File: config.mk
export PLATFORM = sky130hd
export DESIGN_NAME = tdm_demux_1to8
export DESIGN_NICKNAME = d
export VERILOG_FILES = /design/src/rtl/tdm_demux_1to8.sv
export SDC_FILE = /design/constraint.sdc
export NUM_CORES = 1
export LEC_CHECK = 0
export ABC_CLOCK_PERIOD_IN_PS = 4780
export BUFFER_PORTS_ARGS = -buffer_cell sky130_fd_sc_hd__buf_2
export CAP_MARGIN = 20
export CORE_MARGIN = 3
export CORE_UTILIZATION = 45
export DETAILED_ROUTE_END_ITERATION = 7
export PLACE_DENSITY = 0.67
export SYNTH_ARGS = -nofsm -noshare
export SYNTH_HDL_FRONTEND = slang
export SYNTH_SLANG_ARGS = --single-unit
export TNS_END_PERCENT = 5
File: constraint.sdc
create_clock -name clk -period 4.78 [get_ports clk]
set_input_delay 0.956 -clock clk [delete_from_list [all_inputs] [get_ports clk]]
set_output_delay 0.956 -clock clk [all_outputs]
set_load 0.005 [all_outputs]
File: src/rtl/tdm_demux_1to8.sv
// rtl/tdm_demux_1to8.sv - 1:8 time-division demultiplexer with frame-sync lock and framing-error detect
module tdm_demux_1to8 #(
    parameter  int WIDTH       = 1,
    parameter  int N_CH        = 8,
    parameter  bit STRICT_SYNC = 1'b1,
    localparam int SEL_W       = 3
) (
    input  logic                  clk,
    input  logic                  rst_n,
    input  logic [WIDTH-1:0]      din,
    input  logic                  en,
    input  logic                  sync,
    output logic [N_CH*WIDTH-1:0] ch_out,
    output logic                  frame_vld,
    output logic [SEL_W-1:0]      slot,
    output logic                  locked,
    output logic                  sync_err
);

    typedef enum logic {
        IDLE = 1'b0,
        RUN  = 1'b1
    } state_t;

    localparam logic [SEL_W-1:0] LAST_SLOT = SEL_W'(N_CH - 1);

    state_t                  state_q, state_d;
    logic [SEL_W-1:0]        slot_q, slot_d;
    logic [N_CH*WIDTH-1:0]   shadow_q, shadow_d;
    logic [N_CH*WIDTH-1:0]   ch_out_q, ch_out_d;
    logic                    frame_vld_q, frame_vld_d;
    logic                    sync_err_q, sync_err_d;

    // Slot sequencing: acquire lock on sync, collect slots into the shadow, publish on the last slot
    always_comb begin
        state_d     = state_q;
        slot_d      = slot_q;
        shadow_d    = shadow_q;
        ch_out_d    = ch_out_q;
        frame_vld_d = 1'b0;
        sync_err_d  = 1'b0;
        if (en) begin
            case (state_q)
                IDLE: begin
                    // Without sync the sample cannot be placed, so it is silently dropped
                    if (sync) begin
                        shadow_d[WIDTH-1:0] = din;
                        slot_d              = SEL_W'(1);
                        state_d             = RUN;
                    end
                end
                RUN: begin
                    if ((slot_q != '0) && sync) begin
                        // Early sync: trust the marker, restart the frame, drop the partial one
                        sync_err_d          = 1'b1;
                        shadow_d[WIDTH-1:0] = din;
                        slot_d              = SEL_W'(1);
                    end else if ((slot_q == '0) && !sync && STRICT_SYNC) begin
                        // Missing marker on slot 0: alignment is no longer trusted
                        sync_err_d = 1'b1;
                        slot_d     = '0;
                        state_d    = IDLE;
                    end else begin
                        shadow_d[int'(slot_q)*WIDTH +: WIDTH] = din;
                        slot_d = slot_q + SEL_W'(1);
                        if (slot_q == LAST_SLOT) begin
                            // Last slot bypasses the shadow so the frame is published next edge
                            ch_out_d    = {din, shadow_q[(N_CH-1)*WIDTH-1:0]};
                            frame_vld_d = 1'b1;
                        end
                    end
                end
                default: begin
                    state_d = IDLE;
                    slot_d  = '0;
                end
            endcase
        end
    end

    // State and output registers
    always_ff @(posedge clk or negedge rst_n) begin
        if (!rst_n) begin
            state_q     <= IDLE;
            slot_q      <= '0;
            shadow_q    <= '0;
            ch_out_q    <= '0;
            frame_vld_q <= 1'b0;
            sync_err_q  <= 1'b0;
        end else begin
            state_q     <= state_d;
            slot_q      <= slot_d;
            shadow_q    <= shadow_d;
            ch_out_q    <= ch_out_d;
            frame_vld_q <= frame_vld_d;
            sync_err_q  <= sync_err_d;
        end
    end

    assign ch_out    = ch_out_q;
    assign frame_vld = frame_vld_q;
    assign slot      = slot_q;
    assign locked    = (state_q == RUN);
    assign sync_err  = sync_err_q;

endmodule
==> run summary, run 1 <==
Number of hold buffers added after CTS = 0
Via density per instance = 5.34
Number of resized instances in the post-cts repair step = 0
FMAX = 392 MHz
Top library cells by usage in the layout, fill and taps aside = dfrtp_1, buf_2, mux2_2
Placeable Area = 2000 sq um
Headroom to the max-slew limit = 69.4%
Power Density = 534 nW/um^2
Hold path start = shadow_q[5]
Buffer count from post-CTS setup fixing = 0
Pin count of the biggest net entering global routing = 22
Detailed-route wire length = 1650 microns
Leading post-synthesis cells by cell area = dfrtp_1, mux2_2, ha_1, nand4_1, nor3_1
Std cell rows = 16
Setup Crit Path Kind = reg -> reg
Fin. max-slew vios = 0
Number of antenna violations at the first check in global routing = 0
Origin of the critical flop-to-flop path = slot[0]
Final worst path period share = 53.3%
Clk Tree Root Cell = clkbuf_4
Detailed-router iteration count before antenna repair = 4
Slowest cell delay on critical path = 0.49 ns
Library cell occupying the most area in the post-synthesis netlist = dfrtp_1
Timing startpoint of the critical path = slot[0]
Worst Max-Slew Pin Slew = 0.457 ns
Number of I/O port buffers = 18
Post-synthesis instance area = 973 sq um
Setup slack after placement = 2.22 ns
Final weighted congestion of routability-driven global placement = 0.859
Post-synthesis net count = 91
Arrival @ worst endpoint = 2.74 ns
Most common cell after layout, fill and taps aside = dfrtp_1
Max Cap Viol = 0
Leakage = 0.577 nW
CTS tree = yes
Setup tns final = 0 ns
Sum of overflow across all layers after global routing = 0
Count of different cell masters after synthesis = 18
Syn Area/Cell = 12.3 sq um
Number of nets in the final layout = 113
Instance count of the mapped netlist = 79
Largest fanout of any net on the critical path = 8
Run status = finished, final reports clean
Iteration-0 DRC Markers = 2
Overall die width = 52.5 microns
Flip-flop and latch count after synthesis = 21
Worst Setup Start Kind = register
Number of H-tree levels = 1
Proportion of synthesized chip area in sequential cells = 54.0%
Most used cell along the critical path = ha_1
Hold Path Class = reg -> reg
I/O pin count = 19
CTS Buf Count = 3
Sink Count = 21
Clock slew at reported path FFs = 0.12 ns
Antenna diode count = 0
Unrepaired setup endpoints after global routing = no
Starting density of the core = 48.6%
Count of final setup violators = 0
Area share of the largest cell type after synthesis = 54.0%
HPWL after DPL = 1210 microns
Worst voltage drop across the vdd grid = 0.299 mV
Worst Path Required = 4.97 ns
Clk_skew = 0.0143 ns
Overall global routing resource usage = 14.8%
Number of nets still failing antenna checks after routing = 0
Hold Vio Cnt, Final = 0
Die Span Y = 52.5 microns
DRC Markers = 0
Vias after detailed routing = 678
Slowest-stage cell, CP = dfrtp_1
Growth of design area from synthesis to finish = 14.9%
Setup crit end kind = register
Area of the die = 2760 sq um
Via count of the first global-routing pass = 674
Count of yosys warnings during synthesis = 0
Final Worst Setup Slack = 2.23 ns
Later-pin clock latency in the skew report = 0.31 ns
Average detailed-routed wire length per instance = 13.0 microns
Cell chain of the critical path = inv_1, ha_1, ha_1, ha_1, or3b_1, nor4_1, mux2_2
Maximum root-to-sink buffer count = 2
Count of fill cells added during filler insertion = 196
Share of post-route cells with drive strength above 1 = 36.0%
Period minus WS final = 2.55 ns
Wire length of the first global-routing pass = 2940 microns
final timing paths:
path                       slack (ns)  cells after the start           to
max                              2.23                      7  shadow_q[5]
min                              0.50                      1    ch_out[5]
max reg2reg                      2.23                      7  shadow_q[5]
min reg2reg                      0.50                      1    ch_out[5]
max in group asynchronous        3.88                      1      slot[1]
min in group asynchronous        0.57                      1       locked
kinds of logic after synthesis:
kind of cell / share of synthesized area (%)
AO/OA/AOI/OAI: 4.50
flip-flops: 54.0
buffers and inverters: 2.44
AND/OR/NAND/NOR: 12.7
adder cells (fa/ha/maj): 9.00
multiplexers: 17.4
power breakdown:
group	internal [W]	leakage, nW	switching (W)
Clock	0.0000326	0.0150	0.0000517
Combinational	0.000113	0.289	0.000118
Sequential	0.000238	0.273	0.0000436
Total	0.000384	0.577	0.000214
final cells by class:
| type | count | area [sq um] | share of cell area, % |
|---|---|---|---|
| tap | 27 | 33.8 | 3.02 |
| timing repair buffer | 18 | 90.1 | 8.05 |
| sequential | 21 | 526 | 47.0 |
| clock buffer | 4 | 26.3 | 2.35 |
| multi-input combinational | 52 | 424 | 37.9 |
| inverter | 5 | 18.8 | 1.68 |
synth_stat cells:
master     n
inv_1      5
a21oi_1    3
or3b_1     1
nand2b_1   1
or4_1      1
nor3_1     5
clkbuf_2   1
o21ai_1    1
nor4b_1    1
nand4_1    4
dfrtp_1   21
nor2_1     4
nor4_1     2
nand2_1    4
a22o_1     2
a31oi_1    1
ha_1       7
mux2_2    15
registers in the layout, summed over array words and instances, names as in the netlist:
name and cells:
ch_out 8, frame_vld 1, locked 1, shadow_q 7, slot 3, sync_err 1
worst max-delay path, delay by kind of cell (launching register included):
kind          cells  cell delay (ns)
buf+inv           1             0.14
fa+ha+maj         3             0.82
flops             1             0.49
simple gates      2             0.60
mux               1             0.37
through the flow:
step	std cells	hold WS [ns]	instance area [sq um]	utilization, %	power [W]
after floorplan	79	0.475	973	-	0.000441
after global placement	123	0.483	1090	54.6	0.000511
after detailed placement	123	0.492	1090	54.6	0.000517
after CTS	127	0.515	1120	55.9	0.000602
after global routing	127	0.536	1120	55.9	0.000655
final	127	0.503	1120	55.9	0.000598
layer usage:
metal	vias to the layer above	global-route usage (%)	wire length, microns
met5	-	0	0
met4	0	3.83	10
met3	2	5.98	120
met2	24	22.5	704
met1	320	19.4	817
li1	332	-	-
Power figures use the tool's default switching activity.
==> inputs of run 2 (changes only) <==
--- a/config.mk
+++ b/config.mk
@@ -5,13 +5,13 @@
 export SDC_FILE = /design/constraint.sdc
 export NUM_CORES = 1
 export LEC_CHECK = 0
-export ABC_CLOCK_PERIOD_IN_PS = 4780
+export ABC_CLOCK_PERIOD_IN_PS = 2200
 export BUFFER_PORTS_ARGS = -buffer_cell sky130_fd_sc_hd__buf_2
 export CAP_MARGIN = 20
 export CORE_MARGIN = 3
 export CORE_UTILIZATION = 45
 export DETAILED_ROUTE_END_ITERATION = 7
-export PLACE_DENSITY = 0.67
+export PLACE_DENSITY = 0.7
 export SYNTH_ARGS = -nofsm -noshare
 export SYNTH_HDL_FRONTEND = slang
 export SYNTH_SLANG_ARGS = --single-unit
==> constraint.sdc (replaced) <==
create_clock -name clk -period 2.2 [get_ports clk]
set_input_delay 0.44 -clock clk [delete_from_list [all_inputs] [get_ports clk]]
set_output_delay 0.44 -clock clk [all_outputs]
set_load 0.005 [all_outputs]
==> run summary, run 2 (synthesized netlist as in run 1, its figures left out) <==
CTS tree = yes
Number of nets in the final layout = 118
Seq. cell area = 527 sq um
Number of H-tree levels = 1
Slowest-stage cell, CP = or3b_1
FMAX = 468 MHz
Power Density = 1200 nW/um^2
Number of nets still failing antenna checks after routing = 0
Iteration-0 DRC Markers = 5
Cell chain of the critical path = inv_2, ha_2, ha_4, ha_4, or3b_1, nor4_2, mux2_2
DRC Markers = 0
Hold Vio Cnt, Final = 0
Final Worst Setup Slack = 0.0646 ns
Via density per instance = 5.33
Clk_skew = 0.00774 ns
Pin count of the biggest net entering global routing = 22
Period minus WS final = 2.14 ns
Leakage = 0.596 nW
Antenna diode count = 0
Starting density of the core = 48.6%
Worst voltage drop across the vdd grid = 0.600 mV
Hold Path Class = in -> async
Detailed-route wire length = 1810 microns
Placeable Area = 2000 sq um
Die Span Y = 52.5 microns
End-of-flow core utilization = 60.0%
Worst Max-Slew Pin Slew = 0.454 ns
Setup Crit Path Kind = reg -> reg
Number of hold buffers added after CTS = 0
Gate family responsible for the most delay along the worst path = adder cells
CTS Buf Count = 3
Fin. max-slew vios = 0
Most Crowded Layer GR = met2
Count of final setup violators = 0
Slowest cell delay on critical path = 0.39 ns
Wire length of the first global-routing pass = 3230 microns
Maximum root-to-sink buffer count = 2
Share of post-route cells with drive strength above 1 = 46.7%
Number of antenna violations at the first check in global routing = 0
Setup crit end kind = register
Setup tns final = 0 ns
Area of the die = 2760 sq um
Overall global routing resource usage = 15.6%
Detailed-router iteration count before antenna repair = 5
Most used cell along the critical path = ha_4
Growth of design area from synthesis to finish = 23.4%
Timing startpoint of the critical path = slot[0]
Largest fanout of any net on the critical path = 6
Later-pin clock latency in the skew report = 0.30 ns
Worst hold slack after final layout = 0.0635 ns
Area used by multi-input combinational logic = 464 sq um
I/O pin count = 19
GRT met2 Usage = 24.4%
Unrepaired setup endpoints after global routing = yes
Via count of the first global-routing pass = 706
Worst Setup Start Kind = register
Headroom to the max-slew limit = 69.7%
Pwr Total = 0.00144 W
Setup slack after placement = 0.0671 ns
Clock slew at reported path FFs = 0.13 ns
Worst Path Required = 2.40 ns
Sum of overflow across all layers after global routing = 0
Clk Tree Root Cell = clkbuf_4
Std cell rows = 16
Count of fill cells added during filler insertion = 169
Most common cell after layout, fill and taps aside = dfrtp_1
Overall die width = 52.5 microns
Final worst path period share = 97.1%
Final weighted congestion of routability-driven global placement = 0.890
Sink Count = 21
Average detailed-routed wire length per instance = 13.7 microns
Worst path bufs/invs = 1
HPWL after DPL = 1370 microns
Max Cap Viol = 0
Top library cells by usage in the layout, fill and taps aside = dfrtp_1, buf_2, mux2_2
Met1 track demand over resource in global routing = 21.7%
Flip-flop count of the largest register after layout = 8
Met3 GRT Util = 2.56%
Run status = finished, final reports clean
Arrival @ worst endpoint = 2.34 ns
Origin of the critical flop-to-flop path = slot[0]
Number of I/O port buffers = 18
Vias after detailed routing = 703
run 2: cell types whose count changed in the layout (fill, tap and decap cells not counted):
cell / before / now
dfrtp_1: 21 / 20
ha_2: 0 / 1
clkinvlp_4: 0 / 1
ha_4: 0 / 2
ha_1: 7 / 4
buf_4: 0 / 5
nor4_2: 0 / 2
clkbuf_1: 1 / 0
dfrtp_2: 0 / 1
nor4_1: 2 / 0
inv_2: 0 / 1
inv_1: 5 / 4
run 2: stage by stage:
step | instance area [sq um] | cells
after global placement | 1160 | 128
after global routing | 1200 | 132
after CTS | 1190 | 132
final | 1200 | 132
after floorplan | 1000 | 79
after detailed placement | 1160 | 128
run 2: timing repair:
| action | 4_1_cts | 5_1_grt |
|---|---|---|
| setup endpoints to repair | 0 | 2 |
| hold endpoints to repair | 0 | 0 |
| setup buffers | 0 | 0 |
| resized for setup | 0 | 2 |
run 2: worst paths after layout:
path / end / slack [ns] / cells past startpoint
max in group asynchronous: slot[0] / 1.79 / 1
worst max-delay path: shadow_q[5] / 0.06 / 7
worst min-delay path: ch_out[1] / 0.06 / 1
worst max register to register: shadow_q[5] / 0.06 / 7
min in group clk: frame_vld / 0.42 / 3
worst min register to register: ch_out[2] / 0.52 / 1
run 2: where the power goes:
| part | switching [W] | internal (W) |
|---|---|---|
| clock | 0.000119 | 0.0000691 |
| combinational | 0.000329 | 0.000335 |
| sequential | 0.0000739 | 0.000519 |
run 2: metal layers:
layer / vias up / routed length, microns
li1: 335 / -
met1: 347 / 859
met2: 19 / 837
met3: 2 / 97
met4: 0 / 12
met5: - / 0
run 2: area by class of cell:
type	instances	share of cell area, %
clock buffers	3	1.88
clock inverters	1	0.625
inverters	5	1.56
multi-input cells	52	38.6
flip-flops and latches	21	43.9
well taps	27	2.81
repair buffers	23	10.6
==> inputs of run 3 (changes only) <==
--- a/config.mk
+++ b/config.mk
@@ -10,6 +10,7 @@
 export CAP_MARGIN = 20
 export CORE_MARGIN = 3
 export CORE_UTILIZATION = 45
+export CTS_BUF_LIST = sky130_fd_sc_hd__clkbuf_8
 export DETAILED_ROUTE_END_ITERATION = 7
 export PLACE_DENSITY = 0.7
 export SYNTH_ARGS = -nofsm -noshare
==> run summary, run 3 (synthesized netlist as in run 1, its figures left out) <==
Cell chain of the critical path = inv_2, ha_2, ha_4, ha_4, or3b_4, nor4_2, mux2_2
Starting density of the core = 48.6%
Via count of the first global-routing pass = 723
Average detailed-routed wire length per instance = 14.1 microns
Number of I/O port buffers = 18
Number of nets in the final layout = 118
Largest fanout of any net on the critical path = 6
Maximum root-to-sink buffer count = 2
Setup Crit Path Kind = reg -> reg
Setup crit end kind = register
Number of hold buffers added after CTS = 0
Number of antenna violations at the first check in global routing = 0
Final Worst Setup Slack = 0.0758 ns
Clk Tree Root Cell = clkbuf_8
Iteration-0 DRC Markers = 13
Most used cell along the critical path = ha_4
Clk_skew = 0.00474 ns
Total cell area at the placement stage = 1160 sq um
Timing startpoint of the critical path = slot[0]
Most common cell after layout, fill and taps aside = dfrtp_1
Wire length of the first global-routing pass = 3330 microns
Max Cap Viol = 0
Fin. max-slew vios = 0
FMAX = 471 MHz
Headroom to the max-slew limit = 70.2%
Placeable Area = 2000 sq um
Overall die width = 52.5 microns
Hold Vio Cnt, Final = 0
Worst Path Required = 2.35 ns
Count of fill cells added during filler insertion = 163
Hold Path Class = in -> async
Slowest cell delay on critical path = 0.38 ns
Power Density = 1250 nW/um^2
Top library cells by usage in the layout, fill and taps aside = dfrtp_1, buf_2, mux2_2
Reg2reg setup slack = 0.08 ns
Die Span Y = 52.5 microns
Area of the die = 2760 sq um
Vias after detailed routing = 699
Gate family responsible for the most delay along the worst path = adder cells
Final worst path period share = 96.6%
CTS tree = yes
Overall global routing resource usage = 16.3%
Setup slack after placement = 0.0671 ns
Growth of design area from synthesis to finish = 25.6%
Worst Max-Slew Pin Slew = 0.447 ns
Clock slew at reported path FFs = 0.08 ns
Final weighted congestion of routability-driven global placement = 0.890
Worst voltage drop across the vdd grid = 0.628 mV
Share of post-route cells with drive strength above 1 = 47.6%
Worst path bufs/invs = 1
Period minus WS final = 2.12 ns
Worst Setup Start Kind = register
Area used by multi-input combinational logic = 467 sq um
Slowest-stage cell, CP = or3b_4
Final Instance Area = 1220 sq um
Flip-flop count of the largest register after layout = 8
Sink Count = 21
Antenna diode count = 0
Seq. cell area = 527 sq um
DRC Markers = 0
Number of nets still failing antenna checks after routing = 0
Count of final setup violators = 0
Run status = finished, final reports clean
Detailed-route wire length = 1860 microns
Number of H-tree levels = 1
Sum of overflow across all layers after global routing = 0
Pin count of the biggest net entering global routing = 22
I/O pin count = 19
Later-pin clock latency in the skew report = 0.26 ns
Leakage = 0.605 nW
Detailed-router iteration count before antenna repair = 4
Arrival @ worst endpoint = 2.27 ns
Origin of the critical flop-to-flop path = slot[0]
CTS Buf Count = 3
HPWL after DPL = 1370 microns
Std cell rows = 16
Via density per instance = 5.30
run 3: cell types whose count changed in the layout (fill, tap and decap cells not counted):
| cell | change |
|---|---|
| or3b_4 | +1 |
| clkbuf_4 | -3 |
| clkbuf_8 | +3 |
| or3b_1 | -1 |
run 3: final timing paths:
| check | endpoint | depth (start not counted) |
|---|---|---|
| max | shadow_q[5] | 7 |
| min reg2reg | ch_out[2] | 1 |
| min | ch_out[1] | 1 |
| min in group clk | frame_vld | 3 |
| max in group asynchronous | slot[0] | 1 |
| max reg2reg | shadow_q[5] | 7 |
run 3: layout make-up:
type / instances / share of cell area [%]
sequential: 21 / 43.1
timing repair buffer: 23 / 10.4
inverter: 5 / 1.54
multi-input combinational: 52 / 38.2
clock buffer: 3 / 3.38
clock inverter: 1 / 0.614
tap: 27 / 2.76
run 3: where the power goes:
| part | internal [W] | switching [W] |
|---|---|---|
| sequential | 0.000520 | 0.0000764 |
| combinational | 0.000342 | 0.000334 |
| clock | 0.000128 | 0.000124 |
| total | 0.000990 | 0.000535 |
run 3: metrics by stage:
stage	util (%)	hold slack (ns)	total power, W	instances	setup TNS (ns)
global placement	57.9	0.413	0.00122	128	0
global route	61.1	0.150	0.00166	132	-0.00302
CTS	60.3	0.139	0.00151	132	0
floorplan	-	0.144	0.00101	79	0
finish	61.1	0.118	0.00152	132	0
detailed placement	57.9	0.422	0.00124	128	0
run 3: what timing repair did:
| item | 4_1_cts | 5_1_grt |
|---|---|---|
| hold endpoints to repair | 0 | 0 |
| endpoints found under the setup margin | 0 | 2 |
| gates resized for setup | 0 | 3 |
| setup buffers | 0 | 0 |
run 3: per-layer routing:
| metal | GRT usage, % | vias up | share of wire [%] |
|---|---|---|---|
| li1 | - | 333 | - |
| met3 | 3.42 | 2 | 4.1 |
| met4 | 5.11 | 0 | 0.43 |
| met1 | 21.7 | 348 | 46 |
| met5 | 0 | - | 0 |
| met2 | 26.2 | 16 | 49 |
